## src/rtl/trap_csr_pkg.sv

```systemverilog
// Shared CSR addresses, interrupt cause codes and trap FSM state type.
// Latency: n/a (definitions only).
// Backpressure: n/a.
package trap_csr_pkg;

    localparam logic [11:0] CSR_MSTATUS  = 12'h300;
    localparam logic [11:0] CSR_MIE      = 12'h304;
    localparam logic [11:0] CSR_MTVEC    = 12'h305;
    localparam logic [11:0] CSR_MSCRATCH = 12'h340;
    localparam logic [11:0] CSR_MEPC     = 12'h341;
    localparam logic [11:0] CSR_MCAUSE   = 12'h342;
    localparam logic [11:0] CSR_MIP      = 12'h344;
    localparam logic [11:0] CSR_MCYCLE   = 12'hB00;
    localparam logic [11:0] CSR_MCYCLEH  = 12'hB80;

    localparam logic [4:0] CAUSE_MSI       = 5'd3;
    localparam logic [4:0] CAUSE_MTI       = 5'd7;
    localparam logic [4:0] CAUSE_MEI       = 5'd11;
    localparam logic [4:0] CAUSE_LIRQ_BASE = 5'd16;

    localparam int MSTATUS_MIE  = 3;
    localparam int MSTATUS_MPIE = 7;

    typedef enum logic [1:0] {
        ST_IDLE,
        ST_TRAP,
        ST_RET
    } trap_state_e;

    // Bits of mie/mip that exist for a given number of local interrupt lines.
    function automatic logic [31:0] irq_mask(input int num_lirq);
        logic [31:0] m;
        m = 32'h0000_0888;
        for (int i = 0; i < num_lirq; i++) begin
            m[16+i] = 1'b1;
        end
        return m;
    endfunction

endpackage

```

## src/rtl/irq_prio_enc.sv

```systemverilog
// Picks the highest-priority pending interrupt: MEI > MSI > MTI > lirq (lowest index first).
// Latency: combinational.
// Backpressure: none.
module irq_prio_enc
    import trap_csr_pkg::*;
#(
    parameter int NUM_LIRQ = 4
) (
    input  logic                mei,
    input  logic                msi,
    input  logic                mti,
    input  logic [NUM_LIRQ-1:0] lirq,
    output logic                vld,
    output logic [4:0]          id
);

    // Later assignments override earlier ones, so lowest priority is evaluated first.
    always_comb begin
        vld = 1'b0;
        id  = '0;
        for (int i = NUM_LIRQ - 1; i >= 0; i--) begin
            if (lirq[i]) begin
                vld = 1'b1;
                id  = CAUSE_LIRQ_BASE + 5'(i);
            end
        end
        if (mti) begin
            vld = 1'b1;
            id  = CAUSE_MTI;
        end
        if (msi) begin
            vld = 1'b1;
            id  = CAUSE_MSI;
        end
        if (mei) begin
            vld = 1'b1;
            id  = CAUSE_MEI;
        end
    end

endmodule

```

## src/rtl/trap_csr_unit.sv

```systemverilog
// Machine-mode trap CSRs and trap/mret sequencer; 64-bit mcycle when TRAP_CSR_MCYCLE_EN is defined.
// Latency: trap taken one cycle after request, CSR read data one cycle after address.
// Backpressure: none; trap_o is a single-cycle redirect pulse.
module trap_csr_unit
    import trap_csr_pkg::*;
#(
    parameter int          NUM_LIRQ  = 4,
    parameter logic [31:0] RESET_VEC = 32'h0000_0000
) (
    input  logic                clk_i,
    input  logic                reset_i,
    input  logic [31:0]         pc_i,
    input  logic [11:0]         csr_r_addr_i,
    input  logic [11:0]         csr_w_addr_i,
    input  logic [31:0]         csr_wdata_i,
    input  logic                csr_wen_i,
    input  logic                meip_i,
    input  logic                mtip_i,
    input  logic                msip_i,
    input  logic [NUM_LIRQ-1:0] lirq_i,
    input  logic                exc_valid_i,
    input  logic [3:0]          exc_cause_i,
    input  logic                mret_i,
    output logic [31:0]         csr_rdata_o,
    output logic                trap_o,
    output logic [31:0]         trap_addr_o,
    output logic [31:0]         mepc_o,
    output logic                irq_ack_o,
    output logic [4:0]          irq_id_o
);

    localparam logic [31:0] MIE_MASK = irq_mask(NUM_LIRQ);

    trap_state_e state_q, state_d;

    logic        mstatus_mie_q, mstatus_mpie_q;
    logic [31:0] mie_q, mip_q, mtvec_q, mscratch_q, mepc_q, mcause_q, mcause_buf_q;
    logic [31:0] csr_rdata_q, rdata_d;
    logic [31:0] irq_in, pending, cause_sel, vec_base, vec_addr;
    logic        irq_vld, trap_req, trap_commit, ret_commit;
    logic [4:0]  irq_id;

    always_comb begin
        irq_in                      = '0;
        irq_in[CAUSE_MEI]           = meip_i;
        irq_in[CAUSE_MTI]           = mtip_i;
        irq_in[CAUSE_MSI]           = msip_i;
        irq_in[16 +: NUM_LIRQ]      = lirq_i;
    end

    assign pending = mie_q & mip_q;

    irq_prio_enc #(
        .NUM_LIRQ (NUM_LIRQ)
    ) u_prio (
        .mei  (pending[CAUSE_MEI]),
        .msi  (pending[CAUSE_MSI]),
        .mti  (pending[CAUSE_MTI]),
        .lirq (pending[16 +: NUM_LIRQ]),
        .vld  (irq_vld),
        .id   (irq_id)
    );

    assign trap_req  = exc_valid_i || (mstatus_mie_q && irq_vld);
    assign cause_sel = exc_valid_i ? {28'b0, exc_cause_i} : {1'b1, 26'b0, irq_id};

    assign vec_base = {mtvec_q[31:2], 2'b00};
    assign vec_addr = (mtvec_q[0] && mcause_buf_q[31])
                    ? vec_base + {25'b0, mcause_buf_q[4:0], 2'b00}
                    : vec_base;

    always_ff @(posedge clk_i or negedge reset_i) begin
        if (!reset_i) begin
            state_q <= ST_IDLE;
        end else begin
            state_q <= state_d;
        end
    end

    // A pending trap always beats mret in IDLE.
    always_comb begin
        state_d     = state_q;
        trap_o      = 1'b0;
        trap_addr_o = '0;
        irq_ack_o   = 1'b0;
        irq_id_o    = '0;
        case (state_q)
            ST_IDLE: begin
                if (trap_req) begin
                    state_d = ST_TRAP;
                end else if (mret_i) begin
                    state_d = ST_RET;
                end
            end
            ST_TRAP: begin
                trap_o      = 1'b1;
                trap_addr_o = vec_addr;
                irq_ack_o   = mcause_buf_q[31];
                irq_id_o    = mcause_buf_q[31] ? mcause_buf_q[4:0] : 5'd0;
                state_d     = ST_IDLE;
            end
            ST_RET: begin
                state_d = ST_IDLE;
            end
            default: begin
                state_d = ST_IDLE;
            end
        endcase
    end

    assign trap_commit = (state_q == ST_TRAP);
    assign ret_commit  = (state_q == ST_RET);

    always_ff @(posedge clk_i or negedge reset_i) begin
        if (!reset_i) begin
            mcause_buf_q <= '0;
        end else if (state_q == ST_IDLE && trap_req) begin
            mcause_buf_q <= cause_sel;
        end
    end

    // Trap and mret updates take precedence; a colliding CSR write is dropped.
    always_ff @(posedge clk_i or negedge reset_i) begin
        if (!reset_i) begin
            mstatus_mie_q  <= 1'b0;
            mstatus_mpie_q <= 1'b0;
            mepc_q         <= '0;
            mcause_q       <= '0;
        end else begin
            if (trap_commit) begin
                mstatus_mpie_q <= mstatus_mie_q;
                mstatus_mie_q  <= 1'b0;
            end else if (ret_commit) begin
                mstatus_mie_q  <= mstatus_mpie_q;
                mstatus_mpie_q <= 1'b1;
            end else if (csr_wen_i && csr_w_addr_i == CSR_MSTATUS) begin
                mstatus_mie_q  <= csr_wdata_i[MSTATUS_MIE];
                mstatus_mpie_q <= csr_wdata_i[MSTATUS_MPIE];
            end

            if (trap_commit) begin
                mepc_q <= pc_i & ~32'h3;
            end else if (csr_wen_i && csr_w_addr_i == CSR_MEPC) begin
                mepc_q <= csr_wdata_i & ~32'h3;
            end

            if (trap_commit) begin
                mcause_q <= mcause_buf_q;
            end else if (csr_wen_i && csr_w_addr_i == CSR_MCAUSE) begin
                mcause_q <= csr_wdata_i;
            end
        end
    end

    always_ff @(posedge clk_i or negedge reset_i) begin
        if (!reset_i) begin
            mie_q      <= '0;
            mip_q      <= '0;
            mtvec_q    <= RESET_VEC;
            mscratch_q <= '0;
        end else begin
            mip_q <= irq_in;
            if (csr_wen_i) begin
                case (csr_w_addr_i)
                    CSR_MIE:      mie_q      <= csr_wdata_i & MIE_MASK;
                    CSR_MTVEC:    mtvec_q    <= csr_wdata_i;
                    CSR_MSCRATCH: mscratch_q <= csr_wdata_i;
                    default: ;
                endcase
            end
        end
    end

`ifdef TRAP_CSR_MCYCLE_EN
    logic [63:0] mcycle_q, mcycle_d;

    always_comb begin
        mcycle_d = mcycle_q + 64'd1;
        if (csr_wen_i && csr_w_addr_i == CSR_MCYCLE) begin
            mcycle_d[31:0] = csr_wdata_i;
        end
        if (csr_wen_i && csr_w_addr_i == CSR_MCYCLEH) begin
            mcycle_d[63:32] = csr_wdata_i;
        end
    end

    always_ff @(posedge clk_i or negedge reset_i) begin
        if (!reset_i) begin
            mcycle_q <= '0;
        end else begin
            mcycle_q <= mcycle_d;
        end
    end
`endif

    always_comb begin
        rdata_d = '0;
        case (csr_r_addr_i)
            CSR_MSTATUS:  rdata_d = {19'b0, 2'b11, 3'b0, mstatus_mpie_q, 3'b0, mstatus_mie_q, 3'b0};
            CSR_MIE:      rdata_d = mie_q;
            CSR_MIP:      rdata_d = mip_q;
            CSR_MTVEC:    rdata_d = mtvec_q;
            CSR_MSCRATCH: rdata_d = mscratch_q;
            CSR_MEPC:     rdata_d = mepc_q;
            CSR_MCAUSE:   rdata_d = mcause_q;
`ifdef TRAP_CSR_MCYCLE_EN
            CSR_MCYCLE:   rdata_d = mcycle_q[31:0];
            CSR_MCYCLEH:  rdata_d = mcycle_q[63:32];
`endif
            default:      rdata_d = '0;
        endcase
    end

    always_ff @(posedge clk_i or negedge reset_i) begin
        if (!reset_i) begin
            csr_rdata_q <= '0;
        end else begin
            csr_rdata_q <= rdata_d;
        end
    end

    assign csr_rdata_o = csr_rdata_q;
    assign mepc_o      = mepc_q;

endmodule

```

## config.mk

```make
export PLATFORM = sky130hd
export DESIGN_NAME = trap_csr_unit
export DESIGN_NICKNAME = d
export VERILOG_FILES = /design/src/rtl/trap_csr_pkg.sv /design/src/rtl/irq_prio_enc.sv /design/src/rtl/trap_csr_unit.sv
export SDC_FILE = /design/constraint.sdc
export NUM_CORES = 1
export LEC_CHECK = 0
export ABC_AREA = 1
export BUFFER_PORTS_ARGS = -buffer_cell sky130_fd_sc_hd__buf_2
export CAP_MARGIN = 40
export CORE_MARGIN = 2
export CORE_UTILIZATION = 30
export DETAILED_ROUTE_END_ITERATION = 8
export SLEW_MARGIN = 10
export SYNTH_ARGS = -nofsm -noshare
export SYNTH_HDL_FRONTEND = slang
export SYNTH_HIERARCHICAL = 1
export SYNTH_SLANG_ARGS = --single-unit
```

## constraint.sdc

```tcl
create_clock -name clk_i -period 2.19 [get_ports clk_i]
set_clock_uncertainty 0.2 [all_clocks]
set_input_delay 0 -clock clk_i [delete_from_list [all_inputs] [get_ports clk_i]]
set_output_delay 0 -clock clk_i [all_outputs]
set_load 0.01 [all_outputs]
```

# [Word level (Yosys, flattened, before mapping)]
# Cells that the tools add are included.
[op_classes] add_sub_neg=1 eq_ne=16 n_mux=35 bitwise_logic=1 reduce_logical=14
[op_table] cell="2-to-1 mux 32 bit" n=7
[op_table] cell="one-hot mux 32 bit (7 select lines)" n=1
[op_table] cell="equality test 12 x 10 -> 1 bit (second input constant)" n=13
[op_table] cell="2-to-1 mux 5 bit" n=9
[op_table] cell="adder 32 x 7 -> 32 bit" n=1
[op_table] cell="bitwise AND 20 bit" n=1
[op_table] cell="2-to-1 mux 1 bit" n=15
[op_table] cell="logical AND 1 bit" n=6
[op_table] cell="2-to-1 mux 2 bit" n=3
[op_table] cell="AND reduction 2 bit" n=3
[op_table] cell="nonzero test 2 bit" n=2
[op_table] cell="inequality test 3 bit (second input constant)" n=1
[op_table] cell="nonzero test 3 bit" n=1
[op_table] cell="equality test 2 x 1 -> 1 bit (second input constant)" n=1
[op_table] cell="equality test 2 bit (second input constant)" n=1
[op_table] cell="zero test 2 bit" n=1
[op_table] cell="logical OR 1 bit" n=1
[word_totals] reg_bits=210 in_bits=104 output_inout_bits=103 elab_cells=78

# [Depth between registers and ports, before layout]
# Gate-level depths: netlist of run 1.
[logic_depth] depth_word=12 mapped_depth=12

# [Cells and area by module]
# The synthesis of run 1 kept the hierarchy.
[by_module_without_submodules] mod="trap_csr_unit" n_inst=1 cells_each=1220 area_each_um2=9215.1 seq_area_each_um2=4554.4
[by_module_without_submodules] mod="irq_prio_enc" n_inst=1 cells_each=22 area_each_um2=90.1 seq_area_each_um2=0.0

# [Least setup slack after synthesis of run 1]
# No wires, ideal clock.
[synth_timing] path_type="register to output" start="register mtvec_q[2]" end="output port trap_addr_o[24]" arrival_time_ps=1810 setup_slack_ps=180 path_stages_with_launch=12 path_cell_list="dfrtp_1 > ha_1 > fa_1 > nand2_1 > nand2_1 > nand3_1 > nand2_1 > nand3_1 > nor2_1 > nand3_1 > nand2_1 > nor2_1"
[synth_between] elab_chain_cells=3
[synth_lines] element="start: declaration" line_no="trap_csr_unit.sv:37" rtl="logic [31:0] mie_q, mip_q, mtvec_q, mscratch_q, mepc_q, mcause_q, mcause_buf_q;"
[synth_lines] element="start signal: assignment" line_no="trap_csr_unit.sv:166" rtl="CSR_MTVEC: mtvec_q <= csr_wdata_i;"
[synth_lines] element="adder 32 x 7 -> 32 bit" line_no="trap_csr_unit.sv:69" rtl="? vec_base + {25'b0, mcause_buf_q[4:0], 2'b00}"
[synth_lines] element="2-to-1 mux 32 bit" line_no="trap_csr_unit.sv:69"
[synth_lines] element="2-to-1 mux 32 bit" line_no="trap_csr_unit.sv:87" rtl="case (state_q)"
[synth_lines] element="end: declaration" line_no="trap_csr_unit.sv:26" rtl="output logic [31:0] trap_addr_o,"
# No other way between the ends.

# [Worst setup path after layout of run 1]
[layout_timing] start="register mcause_buf_q[0]" end="output port trap_addr_o[16]"
[layout_between] elab_chain_cells=3
[layout_lines] element="start: declaration" line_no="trap_csr_unit.sv:37"
[layout_lines] element="start signal: assignment" line_no="trap_csr_unit.sv:118" rtl="mcause_buf_q <= cause_sel;"
[layout_lines] element="adder 32 x 7 -> 32 bit" line_no="trap_csr_unit.sv:69"
[layout_lines] element="2-to-1 mux 32 bit" line_no="trap_csr_unit.sv:69"
[layout_lines] element="2-to-1 mux 32 bit" line_no="trap_csr_unit.sv:87"
# No other way between the ends.

==> results of run 1 <==
state kept, by name, summed over array words and instances (netlist names):
signal          count
mcause_q           32
mip_q               7
state_q             2
csr_rdata_o        32
mtvec_q            32
mepc_o             30
mcause_buf_q        6
mstatus_mpie_q      1
mscratch_q         32
mstatus_mie_q       1
mie_q               7
routing by layer:
metal / vias up / share of wire (%)
li1: 4648 / -
met1: 4601 / 45
met2: 403 / 47
met3: 51 / 6.5
met4: 0 / 2.2
met5: - / 0
repair_timing:
item / in CTS / in global routing
setup endpoints to repair: 30 / 46
cloned: 2 / 0
hold buffers: 104 / 0
buffers inserted: 7 / 8
resized for setup: 83 / 55
pin swaps: 31 / 27
endpoints found under the hold margin: 342 / 0
per-stage QoR:
step	setup TNS (ps)	cell area, um^2	util (%)
global placement	-316	11000	36.1
global route	-10100	13400	43.9
floorplan	0	9320	-
finish	-7500	13400	43.9
detailed placement	-610	11100	36.1
CTS	-7800	13100	43.0
worst paths after layout:
kind                                              end                   startpoint  slack (ps)  cells past startpoint
max                                   trap_addr_o[16]  mcause_buf_q[0]$_DFFE_PN0P_        -360                     10
min                                mip_q[7]$_DFF_PN0_                       mtip_i          20                      2
max reg2reg                  mcause_q[12]$_DFFE_PN0P_       state_q[1]$_DFFE_PN0P_         130                      6
min reg2reg                   mcause_q[2]$_DFFE_PN0P_      mcause_q[2]$_DFFE_PN0P_         280                      2
max in group asynchronous   mscratch_q[8]$_DFFE_PN0P_                      reset_i         620                      4
min in group asynchronous  mscratch_q[20]$_DFFE_PN0P_                      reset_i         430                      3
kinds of logic after synthesis:
family,Yosys count
AND/OR/NAND/NOR,603
AO/OA/AOI/OAI,244
buffers and inverters,199
flip-flops,182
adder cells (fa/ha/maj),9
XOR/XNOR,4
other,1
power by group through the flow:
stage | combinational (mW) | clock [mW] | sequential [mW]
after floorplan | 0.998 | 0 | 4.31
after global placement | 1.93 | 0 | 4.26
after detailed placement | 1.96 | 0 | 4.28
after CTS | 2.30 | 3.32 | 4.22
after global routing | 2.60 | 3.44 | 4.30
final | 2.37 | 3.26 | 4.23
cell usage in the layout (no fill, tap or decap), drive strengths merged, types with 2 or more instances in the layout:
master / count
a21oi: 45
a31oi: 2
buf: 269
bufbuf: 2
bufinv: 3
clkbuf: 20
clkinv: 3
clkinvlp: 4
conb: 4
dfrtp: 182
dlygate4sd3: 104
ha: 8
inv: 147
nand2: 392
nand3: 51
nand4: 15
nor2: 130
nor3: 10
o2111ai: 3
o211ai: 16
o21ai: 167
o22ai: 7
or2: 3
xor2: 3
layout make-up:
cell class / count / area, um^2 / share of cell area, %
well taps: 396 / 495 / 3.69
inverters: 144 / 542 / 4.03
clock inverters: 13 / 169 / 1.26
multi-input cells: 864 / 4410 / 32.8
flip-flops and latches: 182 / 4560 / 33.9
clock buffers: 19 / 443 / 3.30
diodes: 1 / 2.50 / 0.0186
repair buffers: 376 / 2820 / 21.0
worst max-delay path, stage by stage (launching register included):
cell and delay, ps:
dfrtp_1 400, ha_2 210, fa_2 380, nand2_2 90
nand2_2 70, nand3_2 90, nand2_4 90, nand3_4 160
nor3_1 80, nor3_2 160, buf_2 170
==> impl_summary.log, run 1 <==
[metrics] fraction of power spent switching nets: 32.3%
[metrics] maximum number of pins on one net before global-route repair: 68
[metrics] final hold slack: 15.4 ps
[metrics] Sinks on Clock Net: 182
[metrics] Congestion Overflow GR: 0
[metrics] number of global-route vias before repair: 9,691
[metrics] crit path DAT: 2350 ps
[metrics] required time of the critical path: 1990 ps
[metrics] net load switching power: 3.18 mW
[metrics] maximum number of buffers from clock root to sink: 2
[metrics] share of the synthesized area in the top cell type: 48.9%
[metrics] FILL cells: 3,154
[metrics] grt met1 use: 28.6%
[metrics] post-detail-place hpwl: 23,900 um
[metrics] sequential group share of total power: 42.9%
[metrics] routed vias: 9,703
[metrics] fraction of met2 tracks used by global routing: 34.7%
[metrics] kind of start point of the critical path: flop
[metrics] worst slew slack as a fraction of its limit: 43.8%
[metrics] final net count: 1,698
[metrics] number of synthesized register bits: 182
[metrics] Pins Over Slew Limit: 0
[metrics] wire per inst: 17.4 um
[metrics] Non-Filler Instances: 1,995
[metrics] xor-xnor portion of the synthesized cell area: 0.376%
[metrics] count of cell types in the netlist: 41
[metrics] DIE HEIGHT: 180 um
[metrics] fraction of synthesized area in multiplexers: 0%
[metrics] Clock Pin Slew Worst Setup and Hold Paths: 70 ps
[metrics] total instance count after detailed placement: 1,843
[metrics] most area-consuming cells after synthesis: dfrtp_1 (49%), nand2_1 (16%), o21ai_0 (7.6%), inv_1 (5.6%), nor2_1 (5.1%)
[metrics] ratio of cells with drive above 1 in the final layout: 26.1%
[metrics] final worst path period need: 2550 ps
[metrics] internal power of the cells: 6.68 mW
[metrics] RSZ-0062 raised after global routing: yes
[metrics] number of clock buffers inserted by TritonCTS: 17
[metrics] cell area after technology mapping: 0.00931 mm^2
[metrics] FMAX: 392 MHz
[metrics] proportion of synthesized chip area in sequential cells: 48.9%
[metrics] count of max-cap constraint violations: 0
[metrics] Post-synth EDFFs: 0
[metrics] met3 Usage GRT: 3.78%
[metrics] horizontal extent of the die: 180 um
[metrics] CTS tree: built
[metrics] count of endpoints failing setup in the final report: 28
[metrics] Core Footprint: 0.0306 mm^2
[metrics] Clock Latency Late Sink: 440 ps
[metrics] combinational share of power: 24.1%
[metrics] H-tree levels: 4
[metrics] dominant combinational cell family by area after synthesis: simple AND/OR/NAND/NOR gates
[metrics] final period utilization: 116%
[metrics] number of input and output port buffers inserted: 200
[metrics] Pwr Total: 9.86 mW
[metrics] Cells after Synth: 1,242
[metrics] Adder-Cell Fraction of Synth Area: 1.29%
[metrics] antenna violations before repair: 1
[metrics] count of antenna-violating nets left after detailed routing: 0
[metrics] post-synthesis compound-gate area fraction: 14.1%
[metrics] wire length reported by the detailed router: 34,700 um
[metrics] GRT Resource Usage Total: 21.3%
[metrics] relative contribution of the clock network to total power: 33.1%
[metrics] Final Hold Fails: 0
[metrics] path type of the worst min-delay path: in -> reg
[metrics] initial detailed-routing violation count: 798
[metrics] type of the setup path with the least slack: reg -> out
[metrics] largest vdd supply drop: 0.000503 V
[metrics] Final GP Congestion: 0.890
[metrics] failing checks: setup timing
[metrics] Final Worst Setup Slack: -361 ps
[metrics] mean instance size in the synthesized netlist: 7.49 um^2
[metrics] result of the run: finished with violations
[metrics] area fraction in and, or, nand and nor cells after synthesis: 26.2%
[metrics] average via count per standard cell: 4.86
[metrics] standard-cell row count: 64
[metrics] Setup crit end kind: output pin
[metrics] Post-synth top cells: nand2_1 (390), dfrtp_1 (182), o21ai_0 (142)
[metrics] area enclosed by the die boundary: 0.0324 mm^2
[metrics] most used routing layer in global routing: met2
[metrics] leakage power summed over all cells: 6.58 nW
[metrics] most frequent cell after synthesis: nand2_1
[metrics] count of synthesis-stage warnings from yosys: 6
[metrics] boundary pin count: 207
[metrics] minimum setup slack after placement: -105 ps
[metrics] ys flop type: dfrtp_1
[metrics] area growth from synthesis to final layout: 44.4%
[metrics] effective utilization at floorplan: 30.4%
[metrics] wire length of the first global-routing pass: 53,900 um
[metrics] total DRC errors in the routed layout: 0
[metrics] Worst Tran Pin Value: 841 ps
[metrics] largest driver fanout on the critical path: 5
[metrics] drt pass-1 iters: 6
[metrics] power density of the placed cells: 734 mW/mm^2
[metrics] leading area contributor after synthesis: dfrtp_1
[metrics] asr flop ratio synth: 100%
[metrics] cell at the root of the clock tree: clkbuf_16
(Power assumes the default switching activity.)
==> run 2, diff against run 1 <==
SETUP_SLACK_MARGIN = 0.05   (was not set)
==> run 2 against run 1 <==
Net effect:
- the run still ends with setup timing left
- largest cell class unchanged
- maximum frequency grew 0.13%
- die area is the same
- sequential share of layout area shrank 0.073 points
- non-clock buffer count is 3 higher
- critical endpoint unchanged
- core utilization grew 0.094 points
- sequential power about the same
- wire length barely moved
- hold slack about the same
- setup slack improved by 3.3 ps
- global-route usage is the same
- largest power group unchanged
- highest routed layer unchanged
- combinational power about the same
- count of clock-buffer cells in the layout did not move
- critical path type unchanged
==> impl_summary.log, run 2 (synthesis results as in run 1) <==
[metrics] result of the run: finished with violations
[metrics] failing checks: setup timing
[metrics] ratio of cells with drive above 1 in the final layout: 26.4% (+0.26 points)
[metrics] required time of the critical path: 1990 ps (about the same)
[metrics] type of the setup path with the least slack: reg -> out
[metrics] wire per inst: 17.3 um (-0.25%)
[metrics] number of global-route vias before repair: 9,695 (+0.041%)
[metrics] wire length reported by the detailed router: 34,700 um (about the same)
[metrics] initial detailed-routing violation count: 873 (+9.4%)
[metrics] Final GP Congestion: 0.890 (unchanged)
[metrics] final period utilization: 116% (-0.15 points)
[metrics] capturing instance or port of the critical path: trap_addr_o[16]
[metrics] post-detail-place hpwl: 23,900 um (unchanged)
[metrics] sequential group share of total power: 42.8% (about the same)
[metrics] count of max-cap constraint violations: 0 (unchanged)
[metrics] horizontal extent of the die: 180 um (unchanged)
[metrics] worst slew slack as a fraction of its limit: 56.6% (+13 points)
[metrics] leakage power summed over all cells: 6.61 nW (+0.34%)
[metrics] cell breakdown of the critical path: ha_2 -> fa_2 -> nand2_2 -> nand2_2 -> nand3_2 -> nand2_4 -> nand3_4 -> nor3_1 -> nor3_2 -> buf_2
[metrics] most common cell after layout, fill and taps aside: nand2_1
[metrics] Non-Filler Instances: 1,998 (+0.15%)
[metrics] Pins Over Slew Limit: 0 (unchanged)
[metrics] DIE HEIGHT: 180 um (unchanged)
[metrics] critical path launch point: mcause_buf_q[0]$_DFFE_PN0P_
[metrics] net load switching power: 3.19 mW (+0.17%)
[metrics] number of clock buffers inserted by TritonCTS: 17 (unchanged)
[metrics] reg-to-reg critical path startpoint: mie_q[18]$_DFFE_PN0P_
[metrics] final standard cell utilization of the core: 44.0% (+0.094 points)
[metrics] FMAX: 393 MHz (+0.13%)
[metrics] relative contribution of the clock network to total power: 33.1% (about the same)
[metrics] Clock Pin Slew Worst Setup and Hold Paths: 70 ps (about the same)
[metrics] Congestion Overflow GR: 0 (unchanged)
[metrics] effective utilization at floorplan: 30.4% (unchanged)
[metrics] final net count: 1,701 (+0.18%)
[metrics] routed vias: 9,666 (-0.38%)
[metrics] most used cells in the layout excluding fill and tap cells: nand2_1 (370), buf_2 (195), dfrtp_1 (179)
[metrics] maximum number of pins on one net before global-route repair: 68 (unchanged)
[metrics] crit-path most repeated cell: nand2_2
[metrics] largest driver fanout on the critical path: 5 (unchanged)
[metrics] register-to-register path setup slack: 290 ps (+160 ps)
[metrics] H-tree levels: 4 (unchanged)
[metrics] minimum setup slack after placement: -105 ps (unchanged)
[metrics] boundary pin count: 207 (unchanged)
[metrics] GRT Resource Usage Total: 21.3% (unchanged)
[metrics] drt pass-1 iters: 5 (-1)
[metrics] largest vdd supply drop: 0.000506 V (+0.58%)
[metrics] path type of the worst min-delay path: in -> reg
[metrics] power density of the placed cells: 732 mW/mm^2 (-0.20%)
[metrics] Critical-path top delay cell: dfrtp_1
[metrics] CTS tree: built
[metrics] final worst path period need: 2550 ps (-3.27 ps)
[metrics] Worst Reg2Reg Path Length in Cells: 11 (+5)
[metrics] count of antenna-violating nets left after detailed routing: 0 (unchanged)
[metrics] RSZ-0062 raised after global routing: yes
[metrics] crit path DAT: 2350 ps (about the same)
[metrics] internal power of the cells: 6.67 mW (about the same)
[metrics] antenna violations before repair: 1 (unchanged)
[metrics] standard-cell row count: 64 (unchanged)
[metrics] combinational share of power: 24.1% (about the same)
[metrics] Final Hold Fails: 0 (unchanged)
[metrics] kind of start point of the critical path: flop
[metrics] average via count per standard cell: 4.84 (-0.53%)
[metrics] area enclosed by the die boundary: 0.0324 mm^2 (unchanged)
[metrics] Core Footprint: 0.0306 mm^2 (unchanged)
[metrics] total DRC errors in the routed layout: 0 (unchanged)
[metrics] count of endpoints failing setup in the final report: 28 (unchanged)
[metrics] Clock Latency Late Sink: 440 ps (about the same)
[metrics] Sinks on Clock Net: 182 (unchanged)
[metrics] Reg-to-Reg End: mcause_buf_q[3]$_DFFE_PN0P_
[metrics] Final Worst Setup Slack: -357 ps (+3.27 ps)
[metrics] post-layout instance area: 0.0135 mm^2 (+0.21%)
[metrics] Worst Tran Pin Value: 651 ps (-191 ps)
[metrics] area growth from synthesis to final layout: 44.7%
[metrics] wire length of the first global-routing pass: 53,800 um (about the same)
[metrics] Setup crit end kind: output pin
[metrics] cell at the root of the clock tree: clkbuf_16
[metrics] total instance count after detailed placement: 1,843 (unchanged)
[metrics] fraction of power spent switching nets: 32.3% (+0.051 points)
[metrics] Max stage delay on crit path: 400 ps (about the same)
[metrics] number of input and output port buffers inserted: 200 (unchanged)
[metrics] maximum number of buffers from clock root to sink: 2 (unchanged)
[metrics] placed cell areas: 0.0111 mm^2 (unchanged)
run 2: repair_timing:
| action | in CTS | in global routing |
|---|---|---|
| buffers inserted | 7 | 11 |
| cloned | 2 | 0 |
| pin swaps | 31 | 28 |
| hold endpoints to repair | 342 | 0 |
| setup endpoints to repair | 31 | 56 |
| gates resized for setup | 83 | 62 |
| hold buffers | 104 | 0 |
run 2: power by group through the flow:
stage,combinational [mW],sequential [mW],clock [mW]
2_1_floorplan,0.998,4.31,0
3_3_place_gp,1.93,4.26,0
3_5_place_dp,1.96,4.28,0
4_1_cts,2.30,4.22,3.32
5_1_grt,2.61,4.30,3.44
6_report,2.37,4.22,3.26
run 2: critical path, delay by kind of cell, from the launching register on:
family,cells,cell delay (ps)
simple gates,7,730
fa+ha+maj,2,590
flops,1,400
buf+inv,1,170
run 2: metal layers:
metal  global-route usage, %  share of wire (%)  up-vias  wire [um]
met4                    7.19                2.2        0        777
li1                        -                  -     4645          -
met2                    34.7                 47      388      16200
met1                    28.6                 44     4580      15200
met3                    3.78                7.0       53       2430
met5                       0                  0        -          0
run 2: layout make-up:
cell class              instances  area [um^2]
well taps                     396          495
repair buffers                379         2840
clock inverters                13          169
clock buffers                  19          443
fillers                      3152        17100
inverters                     144          544
flip-flops and latches        182         4560
diodes                          1         2.50
multi-input cells             864         4410
run 2: worst min path at each step:
stage                     from                         to  cells after the start
6_report                mtip_i         mip_q[7]$_DFF_PN0_                      2
3_3_place_gp           reset_i  csr_rdata_o[19]$_DFF_PN0_                      1
5_1_grt                 mtip_i         mip_q[7]$_DFF_PN0_                      2
3_5_place_dp           reset_i     mepc_o[25]$_DFFE_PN0P_                      1
4_1_cts        csr_r_addr_i[1]  csr_rdata_o[19]$_DFF_PN0_                      7
2_1_floorplan          reset_i   csr_rdata_o[0]$_DFF_PN0_                      0
run 2: metrics by stage:
step | TNS, ps | hold WS, ps | power, mW
after floorplan | 0 | -496 | 5.31
after global placement | -316 | -203 | 6.19
after CTS | -7800 | 3.25 | 9.85
final | -7500 | 15.0 | 9.86
after global routing | -10110 | 13.6 | 10.3
after detailed placement | -610 | -196 | 6.24
==> run 3, diff against run 2 <==
ABC_AREA = not set   (was 1)
PLACE_DENSITY_LB_ADDON = 0.15   (was not set)
==> run 3 against run 2 <==
Net effect:
- the flow still finishes with violations (setup timing)
- cell count fell by 19%
- core utilization fell by 0.73 points
- via count fell by 19%
- critical path depth fell by 1
- sequential share of layout area rose by 0.73 points
- sequential power fell by 4%
- clock power fell by 4%
- synthesized area fell by 0.95%
- register-to-register slack got worse by 100 ps
- global-route usage fell by 1.5 points
- critical endpoint is now trap_addr_o[18]
- largest power group unchanged
==> impl_summary.log, run 3 <==
[metrics] Clock Latency Late Sink: 450 ps (about the same)
[metrics] Clock Pin Slew Worst Setup and Hold Paths: 80 ps (about the same)
[metrics] Post-synth EDFFs: 0 (unchanged)
[metrics] worst slew slack as a fraction of its limit: 64.2% (+7.6 points)
[metrics] Worst Tran Pin Value: 537 ps (-114 ps)
[metrics] ratio of cells with drive above 1 in the final layout: 34.3% (+8.0 points)
[metrics] RSZ-0062 raised after global routing: yes
[metrics] area fraction in and, or, nand and nor cells after synthesis: 14.5% (-12 points)
[metrics] maximum number of pins on one net before global-route repair: 72 (+5.9%)
[metrics] boundary pin count: 207 (unchanged)
[metrics] initial detailed-routing violation count: 435 (-50%)
[metrics] Final Hold Fails: 0 (unchanged)
[metrics] cell area after technology mapping: 0.00922 mm^2 (-0.95%)
[metrics] sequential group share of total power: 43.5% (+0.7 points)
[metrics] share of the synthesized area in the top cell type: 49.4% (+0.47 points)
[metrics] most used cells in the layout excluding fill and tap cells: buf_2 (199), dfrtp_1 (182), nand2_1 (147)
[metrics] failing checks: setup timing
[metrics] number of global-route vias before repair: 7,821 (-19%)
[metrics] path type of the worst min-delay path: in -> reg
[metrics] Pins Over Slew Limit: 0 (unchanged)
[metrics] routed vias: 7,791 (-19%)
[metrics] combined area of the multi-input logic cells: 0.00465 mm^2 (+5.4%)
[metrics] most frequent cell after synthesis: dfrtp_1
[metrics] crit path DAT: 2410 ps (+60 ps)
[metrics] Storage cell area: 0.00455 mm^2 (about the same)
[metrics] DIE HEIGHT: 179 um (-0.47%)
[metrics] area growth from synthesis to final layout: 42.9%
[metrics] H-tree levels: 4 (unchanged)
[metrics] Final GP Congestion: 0.803 (-9.8%)
[metrics] count of synthesis-stage warnings from yosys: 6 (unchanged)
[metrics] post-detail-place hpwl: 20,700 um (-13%)
[metrics] kind of start point of the critical path: flop
[metrics] most common cell after layout, fill and taps aside: buf_2
[metrics] final standard cell utilization of the core: 43.3% (-0.73 points)
[metrics] number of synthesized register bits: 182 (unchanged)
[metrics] standard-cell row count: 64 (unchanged)
[metrics] FILL cells: 2,998 (-4.9%)
[metrics] post-synthesis compound-gate area fraction: 11.4% (-2.7 points)
[metrics] horizontal extent of the die: 179 um (-0.47%)
[metrics] Congestion Overflow GR: 0 (unchanged)
[metrics] internal power of the cells: 6.49 mW (-2.7%)
[metrics] leading area contributor after synthesis: dfrtp_1
[metrics] dominant combinational cell family by area after synthesis: multiplexers
[metrics] number of antenna cells inserted: 0 (-1)
[metrics] wire length reported by the detailed router: 31,700 um (-8.6%)
[metrics] drt pass-1 iters: 8 (+3)
[metrics] GRT Resource Usage Total: 19.8% (-1.5 points)
[metrics] count of cell types in the netlist: 61 (+49%)
[metrics] mean instance size in the synthesized netlist: 10.5 um^2 (+40%)
[metrics] FMAX: 383 MHz (-2.4%)
[metrics] number of clock buffers inserted by TritonCTS: 17 (unchanged)
[metrics] Sinks on Clock Net: 182 (unchanged)
[metrics] power density of the placed cells: 707 mW/mm^2 (-3.4%)
[metrics] net load switching power: 2.82 mW (-11%)
[metrics] count of endpoints failing setup in the final report: 28 (unchanged)
[metrics] Core Footprint: 0.0304 mm^2 (-0.52%)
[metrics] maximum number of buffers from clock root to sink: 2 (unchanged)
[metrics] final period utilization: 119% (+2.9 points)
[metrics] relative contribution of the clock network to total power: 33.5% (+0.4 points)
[metrics] combinational share of power: 23.1% (-1.0 points)
[metrics] cell at the root of the clock tree: clkbuf_16
[metrics] average via count per standard cell: 4.79 (-0.96%)
[metrics] final worst path period need: 2610 ps (+63.6 ps)
[metrics] ys flop type: dfrtp_1
[metrics] count of antenna-violating nets left after detailed routing: 0 (unchanged)
[metrics] Final Worst Setup Slack: -421 ps (-63.6 ps)
[metrics] antenna violations before repair: 0 (-1)
[metrics] Post-synth top cells: dfrtp_1 (182), nand2_1 (153), mux2i_1 (77)
[metrics] largest vdd supply drop: 0.000522 V (+3.3%)
[metrics] final net count: 1,331 (-22%)
[metrics] result of the run: finished with violations
[metrics] required time of the critical path: 1990 ps (about the same)
[metrics] asr flop ratio synth: 100% (unchanged)
[metrics] fraction of power spent switching nets: 30.3% (-2.0 points)
[metrics] wire length of the first global-routing pass: 47,100 um (-13%)
[metrics] CTS tree: built
[metrics] most area-consuming cells after synthesis: dfrtp_1 (49%), mux2i_1 (8.4%), mux2_2 (7.7%), nand2_1 (6.2%), o21ai_0 (2.5%)
[metrics] Adder-Cell Fraction of Synth Area: 1.30% (+0.012 points)
[metrics] final hold slack: 27.3 ps (+12.3 ps)
[metrics] area enclosed by the die boundary: 0.0321 mm^2 (-0.93%)
[metrics] Setup crit end kind: output pin
[metrics] largest driver fanout on the critical path: 4 (-1)
[metrics] Cells after Synth: 879 (-29%)
[metrics] count of max-cap constraint violations: 0 (unchanged)
[metrics] number of input and output port buffers inserted: 200 (unchanged)
[metrics] fraction of synthesized area in multiplexers: 17.2% (+17 points)
[metrics] proportion of synthesized chip area in sequential cells: 49.4% (+0.47 points)
[metrics] effective utilization at floorplan: 30.3% (-0.13 points)
[metrics] xor-xnor portion of the synthesized cell area: 2.47% (+2.1 points)
[metrics] final setup TNS: -9280 ps (-1780 ps)
[metrics] wire per inst: 19.5 um (+12%)
[metrics] total DRC errors in the routed layout: 0 (unchanged)
[metrics] type of the setup path with the least slack: reg -> out
[metrics] leakage power summed over all cells: 6.35 nW (-3.9%)
[run 3: changes by cell type in the layout (fill, tap and decap cells not counted), sizes merged, moves of 9 or more]
cell	delta
nand2	-239
inv	-138
nor2	-114
o21ai	-87
mux2i	+77
mux2	+72
nand3	-40
and2	+32
a22o	+23
xnor2	+23
and3	+13
a21oi	-10
o211ai	-9
[run 3: logic make-up after synthesis]
family	count (synthesis)
multiplexers	149
AO/OA/AOI/OAI	172
adder cells (fa/ha/maj)	9
buffers and inverters	72
other	1
flip-flops	182
AND/OR/NAND/NOR	268
XOR/XNOR	26
[run 3: worst max-delay path, cell delays in order, from the launching register on]
cell,delay [ps]
dfrtp_1,420
buf_4,170
fa_2,390
a21oi_4,190
o21ai_4,110
buf_4,150
nand4_1,110
xnor2_2,150
and2_1,160
buf_2,120
[run 3: final cells by class]
class,count,share of cell area (%)
multi-input combinational,628,35.3
sequential,182,34.6
timing repair buffer,381,21.7
tap,396,3.76
clock buffer,19,3.44
clock inverter,12,0.979
inverter,8,0.228
[run 3: repair_timing]
item | 4_1_cts | 5_1_grt
gates resized for setup | 42 | 30
pin swaps | 28 | 27
endpoints found under the setup margin | 34 | 42
cloned | 2 | 1
hold buffers | 104 | 0
setup buffers | 5 | 6
endpoints found under the hold margin | 340 | 0
[run 3: path summary, 6_finish.rpt]
path                                                 end  slack [ps]                   startpoint  depth (start not counted)
worst min-delay path                 mip_q[11]$_DFF_PN0_          30                       meip_i                          2
worst max-delay path                     trap_addr_o[18]        -420  mcause_buf_q[1]$_DFFE_PN0P_                          9
worst max register to register    mepc_o[27]$_DFFE_PN0P_         190       state_q[1]$_DFFE_PN0P_                          6
min in group asynchronous            mip_q[18]$_DFF_PN0_         470                      reset_i                          4
max in group asynchronous         mepc_o[15]$_DFFE_PN0P_         890                      reset_i                          4
worst min register to register  csr_rdata_o[1]$_DFF_PN0_         290       mtvec_q[1]$_DFFE_PN0P_                          2
[run 3: power by group through the flow]
stage | Clock (mW) | Combinational (mW) | Sequential, mW
final | 3.12 | 2.15 | 4.05
after floorplan | 0 | 0.812 | 4.15
after global routing | 3.32 | 2.39 | 4.10
after global placement | 0 | 1.78 | 4.10
after detailed placement | 0 | 1.79 | 4.10
after CTS | 3.21 | 2.14 | 4.04
[run 3: layer usage]
metal  vias to the layer above  GRT usage, %  wire, um
li1                       3743             -         -
met1                      3860          26.6     14700
met2                       168          33.7     15600
met3                        20          2.46       955
met4                         0          5.31       337
met5                         -             0         0
[run 3: per-stage QoR]
stage | area, um^2 | setup slack (ps) | instances | total power [mW]
4_1_cts | 13000 | -421 | 1619 | 9.39
6_report | 13200 | -421 | 1626 | 9.31
3_3_place_gp | 11000 | -417 | 1476 | 5.88
5_1_grt | 13200 | -517 | 1626 | 9.82
2_1_floorplan | 9230 | 96.4 | 882 | 4.96
3_5_place_dp | 11100 | -159 | 1477 | 5.89
